===== src/rtl/endmodule_label_pipe.sv =====
// endmodule_label_pipe: WIDTH-bit, DEPTH-stage registered delay line with
// per-stage valid bits, a stall enable, a synchronous flush and an occupancy
// counter that always equals the number of valid stages.
//
// Optional feature macro: ENDMODULE_LABEL_PIPE_PARITY_EN
//   When defined, each stage also carries an even-parity bit that is computed
//   from d at stage 0. A sticky perr output flags a parity mismatch seen on a
//   valid last stage. When undefined, there is no parity storage and no perr
//   port.
module endmodule_label_pipe #(
    parameter int               WIDTH       = 8,
    parameter int               DEPTH       = 4,
    parameter logic [WIDTH-1:0] RESET_VALUE = {WIDTH{1'b0}}
) (
    input  logic                         c,
    input  logic                         rst,
    input  logic                         en,
    input  logic                         flush,
    input  logic [WIDTH-1:0]             d,
    input  logic                         d_valid,
    output logic [WIDTH-1:0]             q,
    output logic                         q_valid,
    output logic [$clog2(DEPTH+1)-1:0]   occupancy
`ifdef ENDMODULE_LABEL_PIPE_PARITY_EN
    ,
    output logic                         perr
`endif
);

    localparam int OCC_W = $clog2(DEPTH + 1);

    logic [WIDTH-1:0] r_data [DEPTH];
    logic [DEPTH-1:0] r_valid;
    logic [OCC_W-1:0] r_occ;

    logic [OCC_W-1:0] w_occIn;
    logic [OCC_W-1:0] w_occOut;

    assign w_occIn  = OCC_W'(d_valid);
    assign w_occOut = OCC_W'(r_valid[DEPTH-1]);

    // Data, valid and occupancy advance together: rst beats flush beats en.
    // Data shifts regardless of valid so the invalid stages stay deterministic.
    always_ff @(posedge c) begin
        if (rst) begin
            for (int i = 0; i < DEPTH; i++) begin
                r_data[i] <= RESET_VALUE;
            end
            r_valid <= '0;
            r_occ   <= '0;
        end else if (flush) begin
            r_valid <= '0;
            r_occ   <= '0;
        end else if (en) begin
            r_data[0]  <= d;
            r_valid[0] <= d_valid;
            for (int i = 1; i < DEPTH; i++) begin
                r_data[i]  <= r_data[i-1];
                r_valid[i] <= r_valid[i-1];
            end
            r_occ <= r_occ + w_occIn - w_occOut;
        end
    end

    assign q         = r_data[DEPTH-1];
    assign q_valid   = r_valid[DEPTH-1];
    assign occupancy = r_occ;

`ifdef ENDMODULE_LABEL_PIPE_PARITY_EN
    logic [DEPTH-1:0] r_par;
    logic             r_perr;
    logic             w_lastMismatch;

    assign w_lastMismatch = r_valid[DEPTH-1] & ((^r_data[DEPTH-1]) ^ r_par[DEPTH-1]);

    // Parity bits follow the data exactly; flush leaves them alone like the data.
    always_ff @(posedge c) begin
        if (rst) begin
            r_par <= {DEPTH{^RESET_VALUE}};
        end else if (!flush && en) begin
            r_par[0] <= ^d;
            for (int i = 1; i < DEPTH; i++) begin
                r_par[i] <= r_par[i-1];
            end
        end
    end

    // Sticky error flag: only rst clears it, so a flush cannot hide a fault.
    always_ff @(posedge c) begin
        if (rst) begin
            r_perr <= 1'b0;
        end else if (w_lastMismatch) begin
            r_perr <= 1'b1;
        end
    end

    assign perr = r_perr;
`endif

endmodule : endmodule_label_pipe


===== config.mk =====
export PLATFORM = sky130hd
export DESIGN_NAME = endmodule_label_pipe
export DESIGN_NICKNAME = d
export VERILOG_FILES = /design/src/rtl/endmodule_label_pipe.sv
export SDC_FILE = /design/constraint.sdc
export NUM_CORES = 1
export LEC_CHECK = 0
export BUFFER_PORTS_ARGS = -buffer_cell sky130_fd_sc_hd__buf_2
export CAP_MARGIN = 10
export CORE_ASPECT_RATIO = 0.5
export CORE_MARGIN = 3
export CORE_UTILIZATION = 25
export DETAILED_ROUTE_END_ITERATION = 8
export PLACE_DENSITY = 0.47
export SLEW_MARGIN = 20
export SYNTH_ARGS = -nofsm -noshare
export SYNTH_HDL_FRONTEND = slang
export SYNTH_SLANG_ARGS = --single-unit
export TNS_END_PERCENT = 10

===== constraint.sdc =====
create_clock -name c -period 2 [get_ports c]
set_input_delay 0.4 -clock c [delete_from_list [all_inputs] [get_ports c]]
set_output_delay 0.4 -clock c [all_outputs]
set_load 0.05 [all_outputs]

[Yosys cells after proc, flatten, opt, wreduce, memory -nomap -nowiden]
Memories as Yosys holds them, arrays and structs flattened.
Index checks and enable logic that the tools add are counted.
Storage, ports and cells
  register bits after elaboration: 7
  output and inout bits: 12
  memories kept: 1
  bits of input ports: 13
  memory bits (writable): 32
  logic and storage cells: 20
Operators by class
  mux-type cells: 10
  reductions and logical operators: 1
  bitwise logic cells: 4
  $add $sub $neg: 2
Memory list
  r_data: depth 4, bits a word 8, read ports 4, clocked after Yosys merged registers in 0, wr ports 4, RTL line 32  | logic [WIDTH-1:0] r_data [DEPTH];
Operator list (count)
  2-to-1 mux 8 bit: 4
  2-to-1 mux 1 bit: 6
  bitwise OR 1 bit: 4
  adder 3 x 1 -> 3 bit: 1
  subtractor 3 x 1 -> 3 bit: 1
  OR reduction 2 bit: 1

[Depth between registers and ports, before layout]
Gate-level depths: netlist of the first run.
  word-level depth: 5
  depth in mapped cells: 9
  mapped depth without buffers: 9

[Least setup slack after synthesis of the first run]
Ideal clock, no wire load.
  kind: flip-flop to flip-flop
  start: register r_occ[0] (netlist: occupancy[0])
  end: register r_occ[2] (netlist: occupancy[2])
  cell stages (with the launch flop): 10
  path buffers: 0
  data required time: 1.884 ns
  clock period less this slack: 2.129 ns
  slack: -0.129 ns
  setup time: 0.116 ns
  arrival time: 2.014 ns
  path through: dfxtp_1 inv_1 ha_1 inv_1 ha_1 inv_1 fa_1 xor2_1 a211oi_2 a31o_1
On the way
  cells in the longest elaborated chain, start to end: 2
Ends and longest elaborated chain
  start: declaration: RTL line 34  | logic [OCC_W-1:0] r_occ;
  start signal: assignment: RTL line 61  | r_occ <= r_occ + w_occIn - w_occOut;
  adder 3 x 1 -> 3 bit: RTL line 61
  subtractor 3 x 1 -> 3 bit: RTL line 61
Every way passes these cells.
A chain may end at the register's enable or synchronous reset.

[Worst setup path in the final report of the first run]
Ends and elaborated chain as after synthesis.

==> impl_results.md, run 1 <==
* CTS root buf: clkbuf_16
* Grt total ovfl at 0
* Post-CTS Setup Inserts at 0
* CP bufs+invs at 3
* Clock network power share at 0.417
* P_sw at 391 µW
* Effective utilization at floorplan at 0.276
* Chip Height at 62.7 µm
* CP Launch Type: flip-flop
* Synth top cells by count: 32 x and2_1, 32 x edfxtp_1, 8 x buf_4
* CP cell instances: inv_1, ha_1, inv_1, ha_1, inv_1, fa_1, xor2_1, a211oi_2, a31o_1
* Nets@finish at 146
* Leak pwr at 0.000769 µW
* Cell family with most CP delay: adder cells
* Pwr/cell area at 953 nW/µm²
* Required @ worst endpoint at 2170 ps
* Clk sinks at 39
* Seq pwr share at 0.515
* Post-Route Setup TNS at 0 ps
* Crit path time final at 1850 ps
* Port-buffer cells at 24
* Peak VDD IR at 0.000364 V
* Global-route wire length before repair at 3480 µm
* Setup WS pre-CTS at 144 ps
* Latest clock arrival within the worst-skew pair at 270 ps
* CTS Hold Bufs at 0
* Routed Wire Length at 2020 µm
* Post_cts resized at 0
* Synth Cell Area at 1610 µm²
* Gpl congestion at 0.649
* Average size of a mapped cell at 14.5 µm²
* H-tree level count at 2
* Hold Crit Class: input pin to flip-flop
* Final std cells w/o fill at 215
* Post-detailed-route count of antenna-violating nets at 0
* Syn nets at 127
* RSZ-0062 raised after global routing: no
* WP data arrival at 2010 ps
* Drt pass-1 iters at 4
* Worst-Margin Slew at 523 ps
* Pins over their slew limit at 0
* Std-Cell Rows at 19
* Outcome: completed
* Area of the multi-input gates at 392 µm²
* Initial antenna violation count at 0
* Die area at 7480 µm²
* Largest net degree at the start of global routing at 33
* Worst-path clk slew at 60 ps
* Max Clock Skew at 2.31 ps
* FF/Latch Area at 1100 µm²
* Setup ws final at 152 ps
* CTS Buffer Depth at 2
* CP max stage delay at 380 ps
* Syn Inst Count at 111
* Die X at 119 µm
* Worst slew margin at 0.650
* Placed wire-length estimate at 1280 µm
* Switching part of the total at 0.216
* Vias in the first global route at 770
* Pint at 1420 µW
* Fin. Hold Viols at 0
* CTS tree: done
* Synth top area share at 0.599
* Fill count at 584
* N_diodes at 0
* Part of the power in combinational logic at 0.067
* Vias at 783
* Critical path type: flip-flop to flip-flop
* Placed cells at 207
* Area growth syn-to-layout at 18.4%
* Ys Warns at 0
* First DRT Iteration DRCs at 17
* Sequential element share of the synthesized area at 0.686
* DR DRC count at 0
* Per-cell routed wire length at 9.39 µm
* Cell taking the most area after synthesis: edfxtp_1
* CP endpoint kind: flip-flop
* Core area at 5820 µm²
* # IOs at 25
* Share of layout cells above drive strength 1 at 0.282
* Tcrit/Tclk final at 0.924
* Maxcap violations at 0
* Yosys reg bits at 39
* Crit-path max FO at 3
* Top FF cell, synth: edfxtp_1
* Slowest CP cell: fa_1
* Total global-route track usage at 0.0609
* Pwr Total at 1810 µW
* Setup violators final at 0
* Distinct cells, synth at 19
* Synth top area cells: edfxtp_1 60%, and2_1 12%, dfxtp_1 8.7%
* Vias per inst at 3.64
* Cell mode on critical path: inv_1
* Max Freq at 541 MHz
* FFs w/ async S/R, synth at 0
* Post-synth EDFFs at 32
* TritonCTS Buffers at 5
[area by class of cell]
| type | count | area share |
|---|---|---|
| sequential | 39 | 0.581 |
| timing repair buffer | 25 | 0.0737 |
| clock buffer | 5 | 0.0658 |
| multi-input combinational | 55 | 0.206 |
| tap | 84 | 0.0553 |
| clock inverter | 3 | 0.0105 |
| inverter | 4 | 0.00790 |
[sequential cells by signal, summed over array words and instances, names as in the netlist]
name and flops:
r_valid 4, r_data 32, occupancy 3
[cell families after synthesis]
logic type	Yosys count	share of synthesized area
muxes	5	0.0312
and+or+nand+nor	43	0.161
DFF	39	0.686
xor gates and xnor gates	1	0.00546
AOI/OAI and AO/OA	3	0.0179
buffers and inverters	17	0.0701
adders and majority gates	3	0.0281
[per-layer routing]
layer / track usage / wire length (µm) / vias to the layer above
met1: 0.0679 / 986 / 357
met5: 0 / 0 / -
li1: - / - / 403
met4: 0.0342 / 14 / 0
met2: 0.0914 / 892 / 21
met3: 0.0353 / 124 / 2
[path summary, 6_finish.rpt]
check	cells past startpoint	start	endpoint	slack, ps
hold / removal	3	d_valid	r_valid[0]	390
setup reg to reg	9	occupancy[0]	occupancy[2]	150
hold reg to reg	2	r_valid[1]	r_valid[1]	500
setup / recovery	9	occupancy[0]	occupancy[2]	150
[worst min-delay path, stage by stage]
cell and delay (ps):
buf_2 100, mux2i_1 60, nor2_1 70
[layout by cell type, fill, tap and decap left out, types with 2 or more instances in the layout]
master and n:
nor2_1 7, dfxtp_2 2, buf_2 24, dfxtp_1 5, inv_1 4, ha_1 2, and2_1 32, clkbuf_16 5
mux2i_1 5, edfxtp_1 32
[metrics by stage]
stage          hold slack [ps]  utilization  cell area, µm²
3_5_place_dp               492        0.301            1760
4_1_cts                    387        0.326            1900
5_1_grt                    396        0.326            1900
6_report                   393        0.326            1900
2_1_floorplan              460            -            1610
3_3_place_gp               475        0.301            1760
[power groups by stage]
stage	Clock, µW	Combinational (µW)	Sequential (µW)
2_1_floorplan	0	96.4	957
3_3_place_gp	0	124	951
3_5_place_dp	0	124	952
4_1_cts	787	125	935
5_1_grt	813	133	939
6_report	756	122	934
No activity file was read; power rests on OpenSTA's default activity.
==> run 2, diff against run 1 <==
--- a/config.mk
+++ b/config.mk
@@ -11,7 +11,7 @@
 export CORE_MARGIN = 3
 export CORE_UTILIZATION = 25
 export DETAILED_ROUTE_END_ITERATION = 8
-export PLACE_DENSITY = 0.47
+export PLACE_DENSITY = 0.42
 export SLEW_MARGIN = 20
 export SYNTH_ARGS = -nofsm -noshare
 export SYNTH_HDL_FRONTEND = slang
==> constraint.sdc (replaced) <==
create_clock -name c -period 1.9 [get_ports c]
set_input_delay 0.38 -clock c [delete_from_list [all_inputs] [get_ports c]]
set_output_delay 0.38 -clock c [all_outputs]
set_load 0.05 [all_outputs]
==> run 2 against run 1 <==
Clock skew about the same. Critical path depth unchanged. Non-clock buffer count increased by 1. Flip-flop and latch count unchanged. Total power increased by 12%. Global-route usage increased by 0.37 points. Sequential power increased by 5.1%.
==> impl_results.md, run 2 (same netlist as run 1, synthesis figures left out) <==
* Area of the multi-input gates at 402 µm² (+2.6%)
* Placed wire-length estimate at 1290 µm (+0.63%)
* Post-Route Setup TNS at 0 ps (unchanged)
* CTS tree: done
* Effective utilization at floorplan at 0.276 (unchanged)
* Worst-Margin Slew at 324 ps (-200 ps)
* WP data arrival at 1940 ps (-70 ps)
* CP endpoint kind: flip-flop
* Vias at 762 (-2.7%)
* Largest net degree at the start of global routing at 33 (unchanged)
* Chip Height at 62.7 µm (unchanged)
* Maxcap violations at 0 (unchanged)
* Worst hold stages at 3 (unchanged)
* Post-CTS Setup Inserts at 0 (unchanged)
* Area growth syn-to-layout at 20.9%
* Pins over their slew limit at 0 (unchanged)
* Gpl congestion at 0.702 (+8.2%)
* First DRT Iteration DRCs at 35 (+18)
* Hold_ws at 367 ps (-26.7 ps)
* Initial antenna violation count at 0 (unchanged)
* Pint at 1620 µW (+14%)
* Leak pwr at 0.000782 µW (+1.7%)
* Core area at 5820 µm² (unchanged)
* Vias in the first global route at 814 (+5.7%)
* Pwr/cell area at 1040 nW/µm² (+9.4%)
* Clock network power share at 0.451 (+0.034)
* HP Start: d_valid
* TritonCTS Buffers at 5 (unchanged)
* Std-Cell Rows at 19 (unchanged)
* Vias per inst at 3.54 (-2.7%)
* Max reg flops at 32 (unchanged)
* Routed Wire Length at 2110 µm (+4.6%)
* Worst slew margin at 0.784 (+0.134)
* FF/Latch Area at 1110 µm² (+0.45%)
* Max Freq at 563 MHz (+4.0%)
* Worst-path clk slew at 50 ps (about the same)
* CTS Buffer Depth at 2 (unchanged)
* Clk sinks at 39 (unchanged)
* Largest register by flop count: r_data
* Placed cell area at 1770 µm² (+0.71%)
* Crit path time final at 1780 ps (-71.9 ps)
* Die X at 119 µm (unchanged)
* Tcrit/Tclk final at 0.935 (+0.0108)
* RSZ-0062 raised after global routing: no
* Slowest CP cell: dfxtp_4
* P_sw at 401 µW (+2.5%)
* CP max stage delay at 340 ps (-40 ps)
* Switching part of the total at 0.198 (-0.0177)
* Grt total ovfl at 0 (unchanged)
* # IOs at 25 (unchanged)
* Latest clock arrival within the worst-skew pair at 270 ps (about the same)
* Final instance area at 1940 µm² (+2.1%)
* Outcome: completed
* CP cell instances: inv_1, ha_1, inv_1, ha_1, inv_1, fa_2, xor2_2, a211oi_2, a31o_1
* Crit-path max FO at 3 (unchanged)
* Setup violators final at 0 (unchanged)
* Nets@finish at 147 (+0.68%)
* Max Clock Skew at 2.40 ps (+0.0891 ps)
* Drt pass-1 iters at 4 (unchanged)
* Peak VDD IR at 0.000365 V (+0.13%)
* Cell mode on critical path: inv_1
* Most frequent cells in the layout: 32 x and2_1, 32 x edfxtp_1, 24 x buf_2
* Hold path endpoint: r_valid[0]
* Per-cell routed wire length at 9.81 µm (+4.6%)
* R2r setup slk at 120 ps (-30 ps)
* Share of layout cells above drive strength 1 at 0.305 (+0.0229)
* Hold Crit Class: input pin to flip-flop
* Worst r2r path cells at 9 (unchanged)
* Critical R2R Capture: occupancy[2]
* Port-buffer cells at 24 (unchanged)
* Fill count at 581 (-0.51%)
* Critical path type: flip-flop to flip-flop
* Required @ worst endpoint at 2060 ps (-110 ps)
* Total global-route track usage at 0.0646 (+0.00372)
* Die area at 7480 µm² (unchanged)
* Fin. Hold Viols at 0 (unchanged)
* CP Launch Type: flip-flop
* H-tree level count at 2 (unchanged)
* Reg-to-Reg Start: occupancy[0]
* Final Util at 0.333 (+0.00687)
* CTS root buf: clkbuf_16
* Global-route wire length before repair at 3690 µm (+5.9%)
* Part of the power in combinational logic at 0.064 (-0.003)
* Seq pwr share at 0.485 (-0.030)
* Post-detailed-route count of antenna-violating nets at 0 (unchanged)
* N_diodes at 0 (unchanged)
* DR DRC count at 0 (unchanged)
[run 2: cell count changes in the layout (fill, tap and decap cells not counted), sizes merged]
cell / previous run / this run
buf: 25 / 26
bufinv: 0 / 1
clkinv: 2 / 0
[run 2: through the flow]
stage          power [µW]  cells  setup slack (ps)
2_1_floorplan        1110    111              14.7
3_3_place_gp         1130    208               102
3_5_place_dp         1130    208              37.1
4_1_cts              2060    215              31.3
5_1_grt              2110    215              5.89
6_report             2020    215               124
[run 2: per-layer routing]
layer	up-vias	global-route usage	routed length [µm]
li1	401	-	-
met1	333	0.0719	1040
met2	24	0.0998	891
met3	4	0.0325	144
met4	0	0.0385	30
met5	-	0	0
[run 2: worst max path at each step]
| stage | from | to | slack (ps) |
|---|---|---|---|
| after floorplan | occupancy[0] | occupancy[2] | 10 |
| after global placement | occupancy[0] | occupancy[2] | 100 |
| after detailed placement | occupancy[0] | occupancy[2] | 40 |
| after CTS | occupancy[0] | occupancy[2] | 30 |
| after global routing | occupancy[0] | occupancy[2] | 6 |
| final | occupancy[0] | occupancy[2] | 120 |
[run 2: worst max-delay path, delay by kind of cell, from the launching register on]
kind,cells,cell delay [ps]
buf+inv,3,140
compound gates,2,290
flops,1,340
xor+xnor,1,180
fa+ha+maj,3,720
[run 2: layout make-up]
| type | instances | share of cell area |
|---|---|---|
| inverter | 4 | 0.00774 |
| multi-input combinational | 55 | 0.207 |
| tap | 84 | 0.0542 |
| sequential | 39 | 0.571 |
| timing repair buffer | 26 | 0.0761 |
| clock inverter | 2 | 0.0193 |
| clock buffer | 5 | 0.0645 |
[run 2: power by group through the flow]
stage / sequential (µW) / clock, µW / combinational, µW
finish: 982 / 912 / 130
global route: 986 / 983 / 144
CTS: 982 / 949 / 132
detailed placement: 1000 / 0 / 132
global placement: 999 / 0 / 132
floorplan: 1010 / 0 / 101
[run 2: what timing repair did]
action,CTS,global route
endpoints found under the setup margin,0,1
hold buffers,0,0
gates resized for setup,0,2
hold endpoints to repair,0,0
